File: src/rtl/npc_exec_core.sv
// Execute-side core: 32-entry register file, single-op adder ALU and 3-to-8 decoder.
// Register state clears asynchronously; the ALU and decoder are pure combinational logic.
module npc_exec_core #(
    parameter int DATA_WIDTH = 32,
    parameter int ADDR_WIDTH = 5
) (
    input  logic                  clk,
    input  logic                  reset,
    input  logic                  wen,
    input  logic [ADDR_WIDTH-1:0] waddr,
    input  logic [DATA_WIDTH-1:0] wdata,
    input  logic [ADDR_WIDTH-1:0] raddr1,
    output logic [DATA_WIDTH-1:0] rdata1,
    input  logic [ADDR_WIDTH-1:0] raddr2,
    output logic [DATA_WIDTH-1:0] rdata2,
    input  logic [DATA_WIDTH-1:0] alu_src1,
    input  logic [DATA_WIDTH-1:0] alu_src2,
    input  logic                  alu_op,
    output logic [DATA_WIDTH-1:0] alu_result,
    input  logic [2:0]            dec_in,
    output logic [7:0]            dec_out
);

    localparam int NREG = 1 << ADDR_WIDTH;

    logic [DATA_WIDTH-1:0] regs_q [NREG];
    logic                  wr_en_d;

    assign wr_en_d = wen && (waddr != '0);

    // Entry 0 is only ever cleared, so it reads as zero without a read-side mux.
    always_ff @(posedge clk or negedge reset) begin
        if (!reset) begin
            for (int i = 0; i < NREG; i++) begin
                regs_q[i] <= '0;
            end
        end else if (wr_en_d) begin
            regs_q[waddr] <= wdata;
        end
    end

    assign rdata1 = regs_q[raddr1];
    assign rdata2 = regs_q[raddr2];

    assign alu_result = alu_op ? (alu_src1 + alu_src2) : '0;

    assign dec_out = 8'd1 << dec_in;

endmodule

File: config.mk
export PLATFORM = sky130hd
export DESIGN_NAME = npc_exec_core
export DESIGN_NICKNAME = d
export VERILOG_FILES = /design/src/rtl/npc_exec_core.sv
export SDC_FILE = /design/constraint.sdc
export NUM_CORES = 2
export LEC_CHECK = 0
export CORE_MARGIN = 2
export CORE_UTILIZATION = 40
export DETAILED_ROUTE_END_ITERATION = 7
export PLACE_DENSITY = 0.53
export SLEW_MARGIN = 20
export SYNTH_ARGS = -nofsm -noshare
export SYNTH_HDL_FRONTEND = slang
export SYNTH_SLANG_ARGS = --single-unit
File: constraint.sdc
create_clock -name clk -period 4.1 [get_ports clk]
set_input_delay 0.615 -clock clk [delete_from_list [all_inputs] [get_ports clk]]
set_output_delay 0.615 -clock clk [all_outputs]
set_load 0.02 [all_outputs]
# --- After elaboration in Yosys (flattened, before gate mapping) ---
# Cells that the tools add are included.
classes:
  add_sub_neg: 1
  order_cmp: 4
  shifts: 1
  mux: 10
  n_bitwise: 3
  n_reduce_logical: 3
op_table:
  columns: ["cell", "count"]
  rows:
  - ["1024-bit bitwise mux", 1]
  - ["32-bit binary-select mux with 5-bit select", 2]
  - ["32-bit two-way mux", 6]
  - ["32-bit demux with 5-bit select", 1]
  - ["32-bit adder", 1]
  - ["6-bit >= comparator, second input constant", 3]
  - ["5-bit NOT with 6-bit output", 3]
  - ["1-bit by 3-bit << shifter with 8-bit output, first input constant", 1]
  - ["6-bit by 1-bit < comparator with 1-bit output, second input constant", 1]
  - ["5-bit nonzero test", 1]
  - ["1-bit logical AND", 2]
totals:
  ff_bits: 1024
  input_bits: 118
  out_inout_bits: 104
  elab_cells: 54

# --- Depth between registers and ports, before layout ---
logic_depth:
  ltp_word: 6
  mapped_depth: 10
  ltp_nobuf: 10

# --- Least setup slack after synthesis ---
# Ideal clock, no wire load.
synth_timing:
  path_type: "input to output"
  from: "input port alu_src1[0]"
  to: "output port alu_result[30]"
  t_arrival_ns: 3.006
  required_time_ns: 3.485
  setup_slack_ns: 0.479
  stages: 10
  n_path_buf: 0
  path_cell_list: "ha_1 > inv_1 > fa_1 > nand2b_1 > a21oi_1 > o31ai_1 > a21oi_1 > o21ai_0 > o41ai_1 > mux2i_1"
synth_between:
  elab_chain_cells: 2
synth_lines:
  columns: ["element", "line", "source"]
  rows:
  - ["from (decl)", "16", "input logic [DATA_WIDTH-1:0] alu_src1,"]
  - ["32-bit adder", "45", "assign alu_result = alu_op ? (alu_src1 + alu_src2) : '0;"]
  - ["32-bit two-way mux", "45", null]
  - ["to (decl)", "19", "output logic [DATA_WIDTH-1:0] alu_result,"]
# No other way between the ends.

# --- Worst setup path in the final report ---
# Ends and elaborated chain as after synthesis.

==> summary.txt <==
Detailed routing
  – Average wire per standard cell: 32.2 um
  – DR vias: 34.0k
  – Via-to-Cell Ratio: 6.20
  – Final WL: 177,000 um
  – DRC viols: 0
  – DR iter-0 viols: 2,750
  – DRT Pass-1 Iters: 5
  – Post-DRT Antenna Nets: 0

Power
  – Sw Ratio: 27.3%
  – Comb pwr share: 23.7%
  – Sw power: 8.48 mW
  – Maximum vdd drop: 303 uV
  – Internal power: 22.6 mW
  – P per Cell Area: 479 mW/mm^2
  – Pwr Total: 31.0 mW
  – Reg power frac: 43.2%
  – Clk network pwr share: 33.1%
  – Leak: 27.5 nW

Timing
  – RSZ-0062 raised after global routing: yes
  – Hold WS: 0.394 ns
  – Final setup violation count: 0
  – Tmin final: 4.09 ns
  – Final Skew: 0 ns
  – Tightest Pin Transition: 1.09 ns
  – Slew Limit Fails: 0
  – Max-Slew Margin vs Limit: 27.1%
  – Setup TNS: 0 ns
  – Final hold viol count: 0
  – Fin crit share: 99.6%
  – Fmax: 0.245 GHz

Worst setup path
  – Startpoint types: primary input
  – Setup CP Type: primary input to primary output
  – Flop2flop setup slack: 3.29 ns
  – Crit-path max FO: 2
  – Arrival @ worst endpoint: 3.47 ns
  – WP data required: 3.48 ns
  – Crit end category: primary output

Final layout
  – Fill count: 11.6k
  – Biggest register: regs_q
  – Share of cells above drive strength 1: 58.1%
  – Total Nets Final: 3,755
  – Final instance area: 0.0647 mm^2
  – Top Registers: regs_q x1024
  – Final cell count without fillers: 5,491
  – Number of flip-flops in the largest register: 1,024
  – Syn-to-layout area delta: 16.2%

Die
  – Die area: 0.142 mm^2
  – Core ar.: 0.138 mm^2
  – Die H: 377 um
  – Row count: 136
  – Starting Density: 40.4%
  – I/O pin count: 222
  – Die Width: 377 um

Global routing
  – Pin count of the biggest net entering global routing: 106
  – Initial antenna violation count: 10
  – Total GRT Usage: 25.2%
  – First-pass GRT wire length: 261,000 um
  – Global route total overflow: 0
  – Number of global-route vias before repair: 37.0k

Logic synthesis
  – Yosys top cell area share: 46.0%
  – Synthesized cell area: 0.0557 mm^2
  – Ys Warns: 0
  – Commonest register cell after synthesis: dfrtp_1
  – Syn nets: 3,579
  – Synth cell count leaders: mux2_2, dfrtp_1, mux4_2
  – Seq/Total Area, Yosys: 46.0%
  – Cells after Synth: 3,429
  – Dominant cells by area after synthesis: dfrtp_1, mux4_2, mux2_2
  – Synth cell types: 53
  – Top-count cell post-synth: mux2_2
  – Async set-reset flop share out of synthesis: 100%
  – Post-synth EDFFs: 0
  – Yosys reg bits: 1,024
  – Average cell area after synthesis: 16.2 um^2
  – Area leader, netlist: dfrtp_1

Placed design
  – PortBufs: 221
  – Post-DP Area: 0.0610 mm^2
  – Placed cells: 5,282
  – GPL Wtd Cong: 0.837
  – Hpwl dp: 107,000 um

Clocking
  – Clk sinks: 1,024
  – Clock slew at the register clock pins of the worst setup and hold paths: 0.06 ns
  – Clock latency on the worst-skew pair: 0.72 ns
  – H-tree Lvls: 3
  – Num CTS Buffers: 113
  – CTS max path bufs: 3
  – CTS tree: done
  – CTS root buf: clkbuf_16

Hold path
  – Min-Delay Path Class: register to register

Run
  – Total of max-cap violations: 0

Status
  – Status: completed
## placed cells by master, fill, tap and decap left out, types with 10 or more instances in the layout
cell type and count:
mux2_2 1056, buf_12 58, ha_1 31, nor2_1 34, dfrtp_1 1024, clkbuf_16 115, nor2_4 16, a21o_1 12
clkdlybuf4s50_1 185, xnor2_1 11, dlygate4sd2_1 13, o21ai_0 21, nand2_2 12, nand3_1 11, a21oi_1 34, clkbuf_8 22
buf_4 164, mux4_2 640, inv_1 10, clkinv_2 22, nand2_1 34, clkbuf_1 30
## cell type report
cell class | instances | area, um^2 | share of cell area (%)
tap | 1794 | 2240 | 3.47
multi-input combinational | 2015 | 28500 | 44.1
clock buffer | 167 | 3290 | 5.09
sequential | 1024 | 25600 | 39.6
timing repair buffer | 440 | 4550 | 7.04
inverter | 11 | 41.3 | 0.0638
antenna | 2 | 5.00 | 0.00773
clock inverter | 38 | 414 | 0.640
## worst max-delay path, cell delays in order
cell,delay (ns)
clkdlybuf4s50_1,0.46
ha_1,0.19
inv_1,0.07
fa_1,0.40
nand2b_4,0.17
a21oi_2,0.17
o31ai_1,0.13
a21oi_1,0.26
o21ai_1,0.15
o41ai_2,0.37
mux2i_1,0.30
buf_4,0.19
## metrics by stage
stage	worst slack, ns	util, %
final	0.0147	47.0
after global routing	-0.112	47.0
after CTS	-0.0970	46.9
after detailed placement	-0.445	44.3
after floorplan	0.479	-
after global placement	-0.465	44.3
## power groups by stage
stage	sequential, mW	clock (mW)	combinational (mW)
5_1_grt	13.7	11.0	7.79
6_report	13.4	10.3	7.34
2_1_floorplan	13.0	0	5.24
4_1_cts	13.4	10.5	7.41
3_3_place_gp	13.3	0	7.23
3_5_place_dp	13.5	0	7.39
## timing repair
item                                    in CTS  in global routing
resized for setup                           29                 14
buffers inserted                             0                  1
hold endpoints to repair                    14                  0
pin swaps                                    1                  4
endpoints found under the setup margin      20                 11
hold buffers                                 1                  0
## final timing paths
path,startpoint,endpoint,cells after the start
setup / recovery,alu_src1[0],alu_result[30],12
hold / removal,regs_q[1007],regs_q[1007],0
setup reg to reg,regs_q[789],regs_q[789],1
hold reg to reg,regs_q[1007],regs_q[1007],0
max in group asynchronous,reset,regs_q[702],4
min in group asynchronous,reset,regs_q[419],2
## metal layers
layer | wire length [um] | global-route usage [%] | up-vias | part of all wire [%]
met5 | 31 | 0 | - | 0.018
met2 | 85500 | 40.6 | 1102 | 48
met3 | 9190 | 3.98 | 264 | 5.2
li1 | - | - | 13800 | -
met1 | 77700 | 35.5 | 18900 | 44
met4 | 4550 | 7.18 | 6 | 2.6
## cell families (layout without fill, tap and decap cells)
kind of cell | after synthesis | in the layout | synth area share, %
other cells | 0 | 2 | 0
fa+ha+maj | 32 | 32 | 0.732
simple gates | 159 | 159 | 1.34
compound gates | 102 | 102 | 1.15
flops | 1024 | 1024 | 46.0
xor+xnor | 20 | 20 | 0.314
buf+inv | 390 | 656 | 3.12
mux | 1702 | 1702 | 47.3
(Power assumes the default switching activity.)
